### src/rtl/calc_input_ctrl_if.sv
// Operation handshake between the input controller and the calculator datapath.
// The master offers a one-hot operation plus operands; the slave answers with op_ready.
interface calc_input_ctrl_if;
    logic [3:0] button;
    logic [3:0] switch_x;
    logic [3:0] switch_y;
    logic       op_valid;
    logic       op_ready;

    modport master (
        output button,
        output switch_x,
        output switch_y,
        output op_valid,
        input  op_ready
    );

    modport slave (
        input  button,
        input  switch_x,
        input  switch_y,
        input  op_valid,
        output op_ready
    );
endinterface

### src/rtl/calc_input_ctrl.sv
// Button synchronizer/debouncer and one-hot operation offer for the 4-bit calculator.
// Optional macro CALC_IN_SWITCH_SYNC_EN adds 2-flop synchronizers on both operand switch banks.
module calc_input_ctrl #(
    parameter int DEBOUNCE_CYCLES = 16
) (
    input  logic                     clk,
    input  logic                     reset,
    input  logic [3:0]               button_raw,
    input  logic [3:0]               switch_x_raw,
    input  logic [3:0]               switch_y_raw,
    calc_input_ctrl_if.master        op_if
);

    localparam int CNT_W = $clog2(DEBOUNCE_CYCLES + 1);
    localparam logic [CNT_W-1:0] CNT_MAX = CNT_W'(DEBOUNCE_CYCLES);

    localparam logic [1:0] ST_IDLE    = 2'd0;
    localparam logic [1:0] ST_HOLD    = 2'd1;
    localparam logic [1:0] ST_RELEASE = 2'd2;

    logic [3:0]       btn_meta_q,  btn_meta_d;
    logic [3:0]       btn_sync_q,  btn_sync_d;
    logic [3:0]       deb_q,       deb_d;
    logic [3:0]       deb_prev_q,  deb_prev_d;
    logic [CNT_W-1:0] cnt_q [4];
    logic [CNT_W-1:0] cnt_d [4];

    logic [1:0]       state_q,     state_d;
    logic [3:0]       button_q,    button_d;
    logic [3:0]       switch_x_q,  switch_x_d;
    logic [3:0]       switch_y_q,  switch_y_d;
    logic             op_valid_q,  op_valid_d;

    logic [3:0]       press;
    logic [3:0]       press_pick;
    logic [3:0]       cap_x;
    logic [3:0]       cap_y;

`ifdef CALC_IN_SWITCH_SYNC_EN
    logic [3:0] sx_meta_q, sx_meta_d;
    logic [3:0] sx_sync_q, sx_sync_d;
    logic [3:0] sy_meta_q, sy_meta_d;
    logic [3:0] sy_sync_q, sy_sync_d;

    always_comb begin
        sx_meta_d = switch_x_raw;
        sx_sync_d = sx_meta_q;
        sy_meta_d = switch_y_raw;
        sy_sync_d = sy_meta_q;
    end

    always_ff @(posedge clk) begin
        if (reset) begin
            sx_meta_q <= '0;
            sx_sync_q <= '0;
            sy_meta_q <= '0;
            sy_sync_q <= '0;
        end else begin
            sx_meta_q <= sx_meta_d;
            sx_sync_q <= sx_sync_d;
            sy_meta_q <= sy_meta_d;
            sy_sync_q <= sy_sync_d;
        end
    end

    assign cap_x = sx_sync_q;
    assign cap_y = sy_sync_q;
`else
    assign cap_x = switch_x_raw;
    assign cap_y = switch_y_raw;
`endif

    always_comb begin
        btn_meta_d = button_raw;
        btn_sync_d = btn_meta_q;
        deb_prev_d = deb_q;
    end

    // The level only flips after the counter has already sat at CNT_MAX for one edge,
    // so a raw level must be stable for DEBOUNCE_CYCLES+1 synchronized samples.
    always_comb begin
        for (int i = 0; i < 4; i++) begin
            deb_d[i] = deb_q[i];
            cnt_d[i] = '0;
            if (btn_sync_q[i] != deb_q[i]) begin
                if (cnt_q[i] == CNT_MAX) begin
                    deb_d[i] = ~deb_q[i];
                end else begin
                    cnt_d[i] = cnt_q[i] + 1'b1;
                end
            end
        end
    end

    assign press = deb_q & ~deb_prev_q;

    always_comb begin
        press_pick = 4'b0000;
        if (press[0]) begin
            press_pick = 4'b0001;
        end else if (press[1]) begin
            press_pick = 4'b0010;
        end else if (press[2]) begin
            press_pick = 4'b0100;
        end else if (press[3]) begin
            press_pick = 4'b1000;
        end
    end

    // Offer one operation per press; the next one waits until every button is back up.
    always_comb begin
        state_d    = state_q;
        button_d   = button_q;
        switch_x_d = switch_x_q;
        switch_y_d = switch_y_q;
        op_valid_d = op_valid_q;
        case (state_q)
            ST_IDLE: begin
                if (press != 4'b0000) begin
                    button_d   = press_pick;
                    switch_x_d = cap_x;
                    switch_y_d = cap_y;
                    op_valid_d = 1'b1;
                    state_d    = ST_HOLD;
                end
            end
            ST_HOLD: begin
                if (op_valid_q && op_if.op_ready) begin
                    button_d   = 4'b0000;
                    op_valid_d = 1'b0;
                    state_d    = ST_RELEASE;
                end
            end
            ST_RELEASE: begin
                if (deb_q == 4'b0000) begin
                    state_d = ST_IDLE;
                end
            end
            default: begin
                button_d   = 4'b0000;
                op_valid_d = 1'b0;
                state_d    = ST_IDLE;
            end
        endcase
    end

    always_ff @(posedge clk) begin
        if (reset) begin
            btn_meta_q <= '0;
            btn_sync_q <= '0;
            deb_q      <= '0;
            deb_prev_q <= '0;
            for (int i = 0; i < 4; i++) begin
                cnt_q[i] <= '0;
            end
            state_q    <= ST_IDLE;
            button_q   <= '0;
            switch_x_q <= '0;
            switch_y_q <= '0;
            op_valid_q <= 1'b0;
        end else begin
            btn_meta_q <= btn_meta_d;
            btn_sync_q <= btn_sync_d;
            deb_q      <= deb_d;
            deb_prev_q <= deb_prev_d;
            for (int i = 0; i < 4; i++) begin
                cnt_q[i] <= cnt_d[i];
            end
            state_q    <= state_d;
            button_q   <= button_d;
            switch_x_q <= switch_x_d;
            switch_y_q <= switch_y_d;
            op_valid_q <= op_valid_d;
        end
    end

    assign op_if.button   = button_q;
    assign op_if.switch_x = switch_x_q;
    assign op_if.switch_y = switch_y_q;
    assign op_if.op_valid = op_valid_q;

endmodule

### src/flat_wrapper.sv
// flat-port wrapper written by rule: the top's interface ports become plain ports
module calc_input_ctrl_flat 
#(
    parameter int DEBOUNCE_CYCLES = 16
)
  (clk, reset, button_raw, switch_x_raw, switch_y_raw, op_if_button, op_if_switch_x, op_if_switch_y, op_if_op_valid, op_if_op_ready);
  calc_input_ctrl_if op_if_i ();
  input  logic clk;
  input  logic reset;
  input  logic [3:0] button_raw;
  input  logic [3:0] switch_x_raw;
  input  logic [3:0] switch_y_raw;
  output wire logic [$bits(op_if_i.button)-1:0] op_if_button;
  output wire logic [$bits(op_if_i.switch_x)-1:0] op_if_switch_x;
  output wire logic [$bits(op_if_i.switch_y)-1:0] op_if_switch_y;
  output wire logic [$bits(op_if_i.op_valid)-1:0] op_if_op_valid;
  input wire logic [$bits(op_if_i.op_ready)-1:0] op_if_op_ready;
  assign op_if_button = op_if_i.button;
  assign op_if_switch_x = op_if_i.switch_x;
  assign op_if_switch_y = op_if_i.switch_y;
  assign op_if_op_valid = op_if_i.op_valid;
  assign op_if_i.op_ready = op_if_op_ready;
  calc_input_ctrl #(.DEBOUNCE_CYCLES(DEBOUNCE_CYCLES)) u_core (.clk(clk), .reset(reset), .button_raw(button_raw), .switch_x_raw(switch_x_raw), .switch_y_raw(switch_y_raw), .op_if(op_if_i));
endmodule
### config.mk
export PLATFORM = sky130hd
export DESIGN_NAME = calc_input_ctrl_flat
export DESIGN_NICKNAME = d
export VERILOG_FILES = /design/src/rtl/calc_input_ctrl_if.sv /design/src/rtl/calc_input_ctrl.sv /design/src/flat_wrapper.sv
export SDC_FILE = /design/constraint.sdc
export NUM_CORES = 1
export LEC_CHECK = 0
export CAP_MARGIN = 15
export CORE_MARGIN = 1
export CORE_UTILIZATION = 53
export DETAILED_ROUTE_END_ITERATION = 7
export HOLD_SLACK_MARGIN = 0.1
export PLACE_DENSITY_LB_ADDON = 0.1
export SYNTH_ARGS = -nofsm -noshare
export SYNTH_HDL_FRONTEND = slang
export SYNTH_SLANG_ARGS = --single-unit
### constraint.sdc
create_clock -name clk -period 1.85 [get_ports clk]
set_input_delay 0.185 -clock clk [delete_from_list [all_inputs] [get_ports clk]]
set_output_delay 0.185 -clock clk [all_outputs]
set_load 0.01 [all_outputs]
==> impl_metrics.py, run 1 <==
metrics = {
    "run_status": {
        "outcome": "finished, final reports clean",
    },
    "timing": {
        "max_freq_mhz": 674,
        "setup-violations-final": 0,
        "fin_crit_sh_pct": 80.2,
        "slew_headroom_pct": 67.6,
        "hold_violations": 0,
        "slew_viol_final": 0,
        "skew_ns": 0.00285,
        "tightest_slew_ns": 0.480,
        "min_period_ns": 1.48,
        "tns_ns": 0,
        "rsz0062_at_grt": "false",
    },
    "cts": {
        "clk_path_buf_depth": 2,
        "cts_resized": 0,
        "cts-buffers-inserted": 5,
        "clock-sinks": 51,
        "cts_tree": "yes",
        "cts.root.buffer_cell": "clkbuf_8",
        "holdBufCountCts": 0,
        "cts_setup_buffers": 0,
        "htree_levels": 2,
        "clkLatencyLatePin_ns": 0.29,
        "clk_transition_reported_paths_ns": 0.08,
    },
    "die": {
        "core_area_um2": 3470,
        "die_h_um": 63.3,
        "io_pins": 28,
        "start_util_pct": 57.4,
        "rows": 21,
        "dieArea_um2": 4000,
        "die_x_um": 63.3,
    },
    "worst_setup_path": {
        "crit_path_end_kind": "flip-flop",
        "path_class": "flip-flop to flip-flop",
        "worstPathArrival_ns": 1.67,
        "crit_required_ns": 2.04,
        "crit_buf_inv": 1,
        "crit_path_start_kind": "flip-flop",
        "critical_path.max_stage_delay_ns": 0.36,
        "rrSetupSlack_ns": 0.37,
        "path_max_fanout": 10,
        "cp_slowest_cell": "dfxtp_1",
        "worstPathCellList": "nor2b_2 > o41ai_2 > buf_4 > mux2i_1 > nor2_1",
        "cp_top_family": "flip-flops",
    },
    "finish": {
        "syn_to_final_growth_pct": 19.9,
        "fillers": 296,
        "drive_above_1_share_pct": 5.56,
        "antenna_cells": 0,
        "postLayoutCoreUtil_pct": 68.8,
        "layout.nets": 258,
    },
    "run": {
        "cap_violations": 0,
    },
    "logic_synthesis": {
        "synth_edf_count": 0,
        "yosys_warnings": 0,
        "synthDistinctLibCells": 31,
        "synth-seq-cells": 51,
        "synth-async-reset-ratio_pct": 0,
        "synthFlopType": "dfxtp_1",
        "avgSynthCellArea_um2": 9.80,
        "synth_nets": 226,
        "syn_area_um2": 1990,
        "seq_area_frac_synth_pct": 51.3,
        "postSynthCellCount": 203,
    },
    "grt": {
        "antenna_found_initial": 0,
        "top_usage_layer": "met2",
        "grt_overflow": 0,
        "grt_usage_pct": 19.3,
        "grt_pass1_wl_mm": 6.01,
        "met2_usage_pct": 34.3,
        "grt_max_degree": 16,
        "grt_pass1_vias": 1438,
        "grt_use_met3_pct": 5.43,
        "gr-usage-met1_pct": 22.0,
    },
    "drt": {
        "routedWlPerCell_um": 12.3,
        "vias": 1415,
        "ant_nets": 0,
        "dr.first_iter.drc_count": 80,
        "routed_wl_mm": 3.43,
        "avgViaCountPerCell": 5.05,
        "drc": 0,
        "dr.pass1.iters": 4,
    },
    "pwr": {
        "vdd_ir_drop_max_uv": 597,
        "p_leak_uw": 0.000907,
        "p_per_area_nw_per_um2": 730,
    },
    "min_path": {
        "hold_path.class": "input port to flip-flop",
    },
    "placement": {
        "place.gp.congestion": 0.699,
        "port_buffers": 27,
        "dp_hpwl_mm": 2.59,
    },
}
[sequential cells by signal, summed over array words and instances, names as in the netlist]
name                   flops
u_core.op_if.button        4
u_core.op_if.op_valid      1
u_core.btn_meta_q          4
u_core.deb_prev_d          4
u_core.deb_prev_q          4
u_core.btn_sync_q          4
u_core.cnt_q              20
u_core.op_if.switch_x      4
u_core.state_q             2
u_core.op_if.switch_y      4
[power breakdown]
part	leakage (µW)	switching (µW)	total, µW	internal, µW
sequential	0.000413	5.89	1110	1110
clock	0.0000371	313	566	252
combinational	0.000457	23.3	62.5	39.2
total	0.000907	342	1740	1400
[routing by layer]
| metal | share of wire, % | up-vias |
|---|---|---|
| met5 | 0 | - |
| met4 | 1.2 | 0 |
| met3 | 4.6 | 5 |
| met2 | 50 | 29 |
| met1 | 44 | 650 |
| li1 | - | 731 |
[cells by family after synthesis]
logic type / count (synthesis) / synth area share [%]
and+or+nand+nor: 86 / 22.6
DFF: 51 / 51.3
buffers and inverters: 17 / 3.58
xor gates and xnor gates: 16 / 7.04
AOI/OAI and AO/OA: 13 / 4.40
muxes: 12 / 6.04
adders and majority gates: 8 / 5.03
[metrics by stage]
stage / cell area (µm²) / hold slack (ns) / instances / total power, µW / worst slack (ns)
floorplan: 1990 / 0.313 / 203 / 1160 / 0.494
detailed placement: 2310 / 0.430 / 274 / 1200 / 0.337
CTS: 2390 / 0.431 / 280 / 1760 / 0.357
finish: 2390 / 0.441 / 280 / 1740 / 0.366
global placement: 2310 / 0.423 / 274 / 1200 / 0.422
global route: 2390 / 0.435 / 280 / 1820 / 0.274
[area by class of cell]
class                           count  area (µm²)  share of cell area, %
Sequential cell                    51        1020                   42.8
Multi-Input combinational cell    135         897                   37.6
Timing Repair Buffer               30         293                   12.3
Clock buffer                        6        72.6                   3.04
Tap cell                           46        57.6                   2.41
Inverter                           12        45.0                   1.89
[synth_stat cells (3+ instances only)]
cell,number,area [µm²]
dfxtp_1,51,1020
nand2_1,7,26.3
nor2_1,35,131
mux2i_1,12,120
ha_1,8,100
nor2b_1,14,87.6
o21ai_1,3,15.0
xnor2_1,8,70.1
nor3_1,4,20.0
or3_1,4,25.0
inv_1,12,45.0
nand3_1,8,40.0
clkbuf_1,4,15.0
a21oi_1,4,20.0
xor2_1,8,70.1
[placed cells by master, fill, tap and decap left out, types with 2 or more instances in the layout]
cell type | Yosys | routed
nor2_1 | 35 | 35
nand2_1 | 7 | 7
clkbuf_8 | 0 | 5
nand3_1 | 8 | 8
clkdlybuf4s50_1 | 0 | 27
nor4_1 | 2 | 2
nor4bb_1 | 2 | 2
nor2b_1 | 14 | 14
or3_1 | 4 | 4
a21oi_1 | 4 | 4
xor2_1 | 8 | 8
buf_4 | 0 | 3
xnor2_1 | 8 | 8
mux2i_1 | 12 | 12
nor3_1 | 4 | 4
nand2b_1 | 2 | 2
dfxtp_1 | 51 | 51
ha_1 | 8 | 8
o21ai_1 | 3 | 3
inv_1 | 12 | 12
o311ai_1 | 2 | 2
nor2b_2 | 2 | 2
[path summary, 6_finish.rpt]
check / startpoint / end / depth (start not counted)
setup / recovery: u_core.deb_prev_d[3] / u_core.op_if.switch_y[3] / 5
setup reg to reg: u_core.deb_prev_d[3] / u_core.op_if.switch_y[3] / 5
hold reg to reg: u_core.btn_meta_q[0] / u_core.btn_sync_q[0] / 1
hold / removal: button_raw[0] / u_core.btn_meta_q[0] / 2
[worst register-to-register path, delay by kind of cell, from the launching register on]
family,cells,cell delay [ns]
flip-flops,1,0.36
AO/OA/AOI/OAI,1,0.32
AND/OR/NAND/NOR,2,0.25
buffers and inverters,1,0.25
multiplexers,1,0.21
Note: power is estimated with default switching activity, not from simulation.
==> inputs of run 2 (changes only) <==
clock period = 1.45 ns   (was 1.85 ns; I/O delays follow)
==> run 2 against run 1 <==
  * Clock-buffer cell count unchanged
  * Clock power increased by 80%
  * Global-route usage rose by 0.093 points
  * Design area up 7.7%
  * Routed wire length increased by 3.3%
  * Sequential share of layout area shrank 2.8 points
  * Utilization grew 5.3 points
  * Critical path type unchanged
  * Largest power group unchanged
==> impl_metrics.py, run 2 (synthesis results as in run 1) <==
metrics = {
    "timing": {
        "slew_viol_final": 0,
        "setup_ws_ns": 0.0344,
        "skew_ns": 0.00643,
        "hold_violations": 0,
        "rsz0062_at_grt": "true",
        "min_period_ns": 1.42,
        "slew_headroom_pct": 66.0,
        "whs_ns": 0.390,
        "setup-violations-final": 0,
        "fin_crit_sh_pct": 97.6,
        "tightest_slew_ns": 0.504,
        "max_freq_mhz": 706,
    },
    "placement": {
        "dp.cells": 283,
        "post-place-ws_ns": 0.0429,
        "port_buffers": 27,
        "place.gp.congestion": 0.741,
        "dp_hpwl_mm": 2.51,
        "placed_area_um2": 2380,
    },
    "drt": {
        "ant_nets": 0,
        "drc": 0,
        "dr.first_iter.drc_count": 57,
        "routed_wl_mm": 3.55,
        "vias": 1480,
        "dr.pass1.iters": 4,
        "avgViaCountPerCell": 5.07,
        "routedWlPerCell_um": 12.1,
    },
    "worst_setup_path": {
        "path_max_fanout": 5,
        "r2r_cells": 5,
        "worstPathArrival_ns": 1.61,
        "rrSetupSlack_ns": 0.03,
        "r2r-end": "u_core.op_if.switch_y[0]",
        "reg2reg_from": "u_core.deb_prev_d[0]",
        "path_class": "flip-flop to flip-flop",
        "crit_path_end_kind": "flip-flop",
        "crit_path_start_kind": "flip-flop",
        "crit_required_ns": 1.64,
    },
    "finish": {
        "fillers": 270,
        "syn_to_final_growth_pct": 29.1,
        "largest_register_ff_count": 20,
        "antenna_cells": 0,
        "final_cell_mix": "dfxtp_1 (46), nor2_1 (34), clkdlybuf4s50_1 (27), nor2b_1 (14)",
        "seqCellArea_um2": 1030,
        "stdcell_area_um2": 2570,
        "postLayoutCoreUtil_pct": 74.1,
        "multiInputGateArea_um2": 946,
        "largest-register": "u_core.cnt_q",
        "layout.nets": 268,
        "fin_cells": 292,
        "layout_commonest_cell": "dfxtp_1",
        "drive_above_1_share_pct": 14.6,
    },
    "min_path": {
        "hold_path.class": "input port to flip-flop",
        "holdPathStages": 2,
        "hold_end": "u_core.btn_meta_q[2]",
        "worstHoldStart": "button_raw[2]",
    },
    "cts": {
        "clkLatencyLatePin_ns": 0.30,
        "cts-buffers-inserted": 5,
        "clk_transition_reported_paths_ns": 0.09,
        "cts.root.buffer_cell": "clkbuf_8",
        "cts_tree": "yes",
        "cts_setup_buffers": 0,
        "clock-sinks": 51,
        "clk_path_buf_depth": 2,
        "htree_levels": 2,
    },
    "grt": {
        "gr-usage-met1_pct": 22.0,
        "grt_pass1_vias": 1463,
        "antenna_found_initial": 0,
        "top_usage_layer": "met2",
        "grt_overflow": 0,
        "grt_max_degree": 17,
        "met2_usage_pct": 33.6,
        "grt_use_met3_pct": 5.07,
        "grt_pass1_wl_mm": 6.08,
        "grt_usage_pct": 19.4,
    },
    "die": {
        "dieArea_um2": 4000,
        "core_area_um2": 3470,
        "die_x_um": 63.3,
        "rows": 21,
        "io_pins": 28,
        "start_util_pct": 57.4,
        "die_h_um": 63.3,
    },
    "pwr": {
        "p_leak_uw": 0.00101,
        "p_per_area_nw_per_um2": 985,
        "vdd_ir_drop_max_uv": 798,
    },
    "run_status": {
        "outcome": "finished, final reports clean",
    },
    "run": {
        "cap_violations": 0,
    },
}
[run 2: where the power goes]
group / switching, µW / total, µW / leakage, µW / internal, µW
Combinational: 31.8 / 86.1 / 0.000531 / 54.3
Sequential: 6.91 / 1420 / 0.000415 / 1410
Clock: 456 / 1020 / 0.0000618 / 567
Total: 494 / 2530 / 0.00101 / 2040
[run 2: layout make-up]
type | count | share of cell area (%)
Clock buffer | 6 | 3.21
Clock inverter | 2 | 1.51
Inverter | 12 | 1.75
Multi-Input combinational cell | 135 | 36.8
Sequential cell | 51 | 40.0
Tap cell | 46 | 2.24
Timing Repair Buffer | 40 | 14.5
[run 2: metrics by stage]
step / setup TNS (ns) / total power [µW]
detailed placement: 0 / 1540
global route: -0.687 / 2620
finish: 0 / 2530
floorplan: 0 / 1490
global placement: 0 / 1530
CTS: 0 / 2560
[run 2: timing repair]
item	4_1_cts	5_1_grt
setup endpoints to repair	0	27
resized for setup	0	16
hold buffers	0	0
[run 2: per-layer routing]
metal  routed length [µm]  vias up
met2                 1810       31
met5                    0        -
met4                   44        0
li1                     -      743
met3                  136        6
met1                 1550      700
[run 2: worst max-delay path by stage]
stage	end	slack [ns]	from	cells past startpoint
2_1_floorplan	u_core.op_if.switch_x[0]	0.09	u_core.deb_prev_d[3]	5
3_3_place_gp	u_core.op_if.switch_y[3]	0.08	u_core.deb_prev_d[3]	5
3_5_place_dp	u_core.op_if.switch_y[2]	0.04	u_core.deb_prev_d[3]	5
4_1_cts	u_core.op_if.switch_y[2]	0.02	u_core.deb_prev_d[3]	5
5_1_grt	u_core.deb_prev_d[1]	-0.09	u_core.cnt_q[1][0]	5
6_report	u_core.op_if.switch_y[0]	0.03	u_core.deb_prev_d[0]	5
[run 2: critical path, cell delays in order, from the launching register on]
cell and delay [ns]:
dfxtp_2 0.33, nor2b_4 0.13, o41ai_4 0.40, buf_4 0.22
mux2i_1 0.18, nor2_1 0.06
==> inputs of run 3 (changes only) <==
REMOVE_ABC_BUFFERS = 1   (was unset)
==> run 3 against run 2 <==
  * Register-to-register slack hardly changed
  * Largest power group unchanged
  * Critical path depth unchanged
  * Sequential share of layout area barely moved
  * Combinational power grew 3.8%
  * Flip-flop and latch count unchanged
  * Sequential power is essentially flat
  * Die area did not move
  * Clock skew fell by 0.0033 ns
  * Final cell count is 1.4% higher
  * Design area hardly changed
  * Clock-buffer cell count unchanged
  * Routed wire length up 0.48%
==> impl_metrics.py, run 3 (synthesis results as in run 1) <==
metrics = {
    "die": {
        "dieArea_um2": 4000,
        "die_x_um": 63.3,
        "core_area_um2": 3470,
        "rows": 21,
        "die_h_um": 63.3,
        "io_pins": 28,
        "start_util_pct": 57.4,
    },
    "finish": {
        "fillers": 266,
        "postLayoutCoreUtil_pct": 74.1,
        "antenna_cells": 0,
        "final_cell_mix": "dfxtp_1 (46), nor2_1 (34), clkdlybuf4s50_1 (27), buf_4 (17), nor2b_1 (14)",
        "largest-register": "u_core.cnt_q",
        "layout.nets": 273,
        "layout_commonest_cell": "dfxtp_1",
        "drive_above_1_share_pct": 16.0,
        "syn_to_final_growth_pct": 29.2,
        "largest_register_ff_count": 20,
    },
    "drt": {
        "drc": 0,
        "routedWlPerCell_um": 12.0,
        "avgViaCountPerCell": 5.06,
        "vias": 1499,
        "dr.pass1.iters": 4,
        "dr.first_iter.drc_count": 46,
        "routed_wl_mm": 3.56,
        "ant_nets": 0,
    },
    "run": {
        "cap_violations": 0,
    },
    "cts": {
        "holdBufCountCts": 0,
        "clock-sinks": 51,
        "cts_tree": "yes",
        "clk_transition_reported_paths_ns": 0.08,
        "htree_levels": 2,
        "clk_path_buf_depth": 2,
        "cts-buffers-inserted": 5,
        "cts.root.buffer_cell": "clkbuf_8",
        "clkLatencyLatePin_ns": 0.29,
    },
    "placement": {
        "dp_hpwl_mm": 2.67,
        "post-place-ws_ns": -0.0224,
        "place.gp.congestion": 0.741,
        "port_buffers": 27,
    },
    "grt": {
        "grt_pass1_vias": 1562,
        "grt_overflow": 0,
        "grt_usage_pct": 20.1,
        "grt_max_degree": 15,
        "grt_pass1_wl_mm": 6.46,
        "antenna_found_initial": 0,
    },
    "worst_setup_path": {
        "worstPathCellList": "nor2b_4 > o41ai_4 > buf_6 > mux2i_1 > nor2_1",
        "crit_path_end_kind": "flip-flop",
        "path_max_fanout": 8,
        "reg2reg_from": "u_core.deb_prev_d[0]",
        "crit_required_ns": 1.63,
        "rrSetupSlack_ns": 0.03,
        "path_class": "flip-flop to flip-flop",
        "crit_path_start_kind": "flip-flop",
        "cp_slowest_cell": "o41ai_4",
        "worstPathArrival_ns": 1.60,
        "critical_path.max_stage_delay_ns": 0.38,
        "r2r-end": "u_core.op_if.switch_y[0]",
        "r2r_cells": 5,
    },
    "timing": {
        "min_period_ns": 1.42,
        "max_freq_mhz": 706,
        "setup_ws_ns": 0.0333,
        "fin_crit_sh_pct": 97.7,
        "tns_ns": 0,
        "hold_violations": 0,
        "tightest_slew_ns": 0.459,
        "slew_headroom_pct": 69.0,
        "setup-violations-final": 0,
        "whs_ns": 0.405,
        "rsz0062_at_grt": "true",
        "skew_ns": 0.00318,
        "slew_viol_final": 0,
    },
    "min_path": {
        "hold_path.class": "input port to flip-flop",
        "hold_end": "u_core.btn_meta_q[0]",
        "worstHoldStart": "button_raw[0]",
        "holdPathStages": 2,
    },
    "pwr": {
        "clock_power_share_pct": 34.3,
        "internal_power_uw": 1840,
        "seqPwrFrac_pct": 61.8,
        "p_per_area_nw_per_um2": 894,
        "p_leak_uw": 0.00101,
        "combPwrFrac_pct": 3.9,
        "switchingPower_uw": 453,
        "vdd_ir_drop_max_uv": 1050,
        "switching_share_pct": 19.7,
    },
    "run_status": {
        "outcome": "finished, final reports clean",
    },
}
==> run 3: metrics by stage <==
step / area, µm² / power (µW) / std cells
after global placement: 2420 / 1540 / 288
after global routing: 2570 / 2380 / 296
after floorplan: 1960 / 1470 / 198
after detailed placement: 2420 / 1540 / 288
final: 2570 / 2300 / 296
after CTS: 2530 / 2300 / 296
==> run 3: layout make-up <==
class	instances	area, µm²	area share [%]
timing repair buffer	45	409	15.9
clock buffer	6	82.6	3.21
multi-input combinational	135	943	36.7
inverter	12	45.0	1.75
tap	46	57.6	2.24
clock inverter	1	5.00	0.195
sequential	51	1030	40.0
==> run 3: worst max-delay path, delay by kind of cell (launching register included) <==
kind            cells  cell delay (ns)
simple gates        2             0.19
mux                 1             0.22
flops               1             0.33
buf+inv             1             0.21
compound gates      1             0.38
==> run 3: worst max-delay path by stage <==
stage                               startpoint                        to  slack (ns)  depth (start not counted)
final                     u_core.deb_prev_d[0]  u_core.op_if.switch_y[0]        0.03                          5
after global routing      u_core.deb_prev_d[0]  u_core.op_if.switch_y[0]       -0.03                          5
after CTS                 u_core.deb_prev_d[0]  u_core.op_if.switch_x[3]       0.002                          5
after detailed placement  u_core.deb_prev_d[3]  u_core.op_if.switch_y[1]       -0.02                          5
after global placement    u_core.deb_prev_d[3]  u_core.op_if.switch_x[1]        0.06                          5
after floorplan           u_core.deb_prev_d[3]  u_core.op_if.switch_x[0]       -0.37                          4
==> run 3: what timing repair did <==
item                                    in CTS  in global routing
resized for setup                            3                 11
buffers inserted                             1                  0
hold endpoints to repair                     0                  0
pin swaps                                    0                  0
endpoints found under the setup margin       8                 31
==> run 3: power by group through the flow <==
stage / Combinational (µW) / Clock (µW) / Sequential, µW
floorplan: 21.5 / 0 / 1450
global placement: 83.8 / 0 / 1450
detailed placement: 87.3 / 0 / 1450
CTS: 88.0 / 794 / 1420
global route: 98.5 / 861 / 1420
finish: 89.4 / 787 / 1420
==> run 3: metal layers <==
metal  routed length (µm)  track usage [%]  vias up
li1                     -                -      754
met1                 1630             24.5      702
met2                 1780             35.9       39
met3                  124             3.99        4
met4                   23             5.11        0
met5                    0                0        -
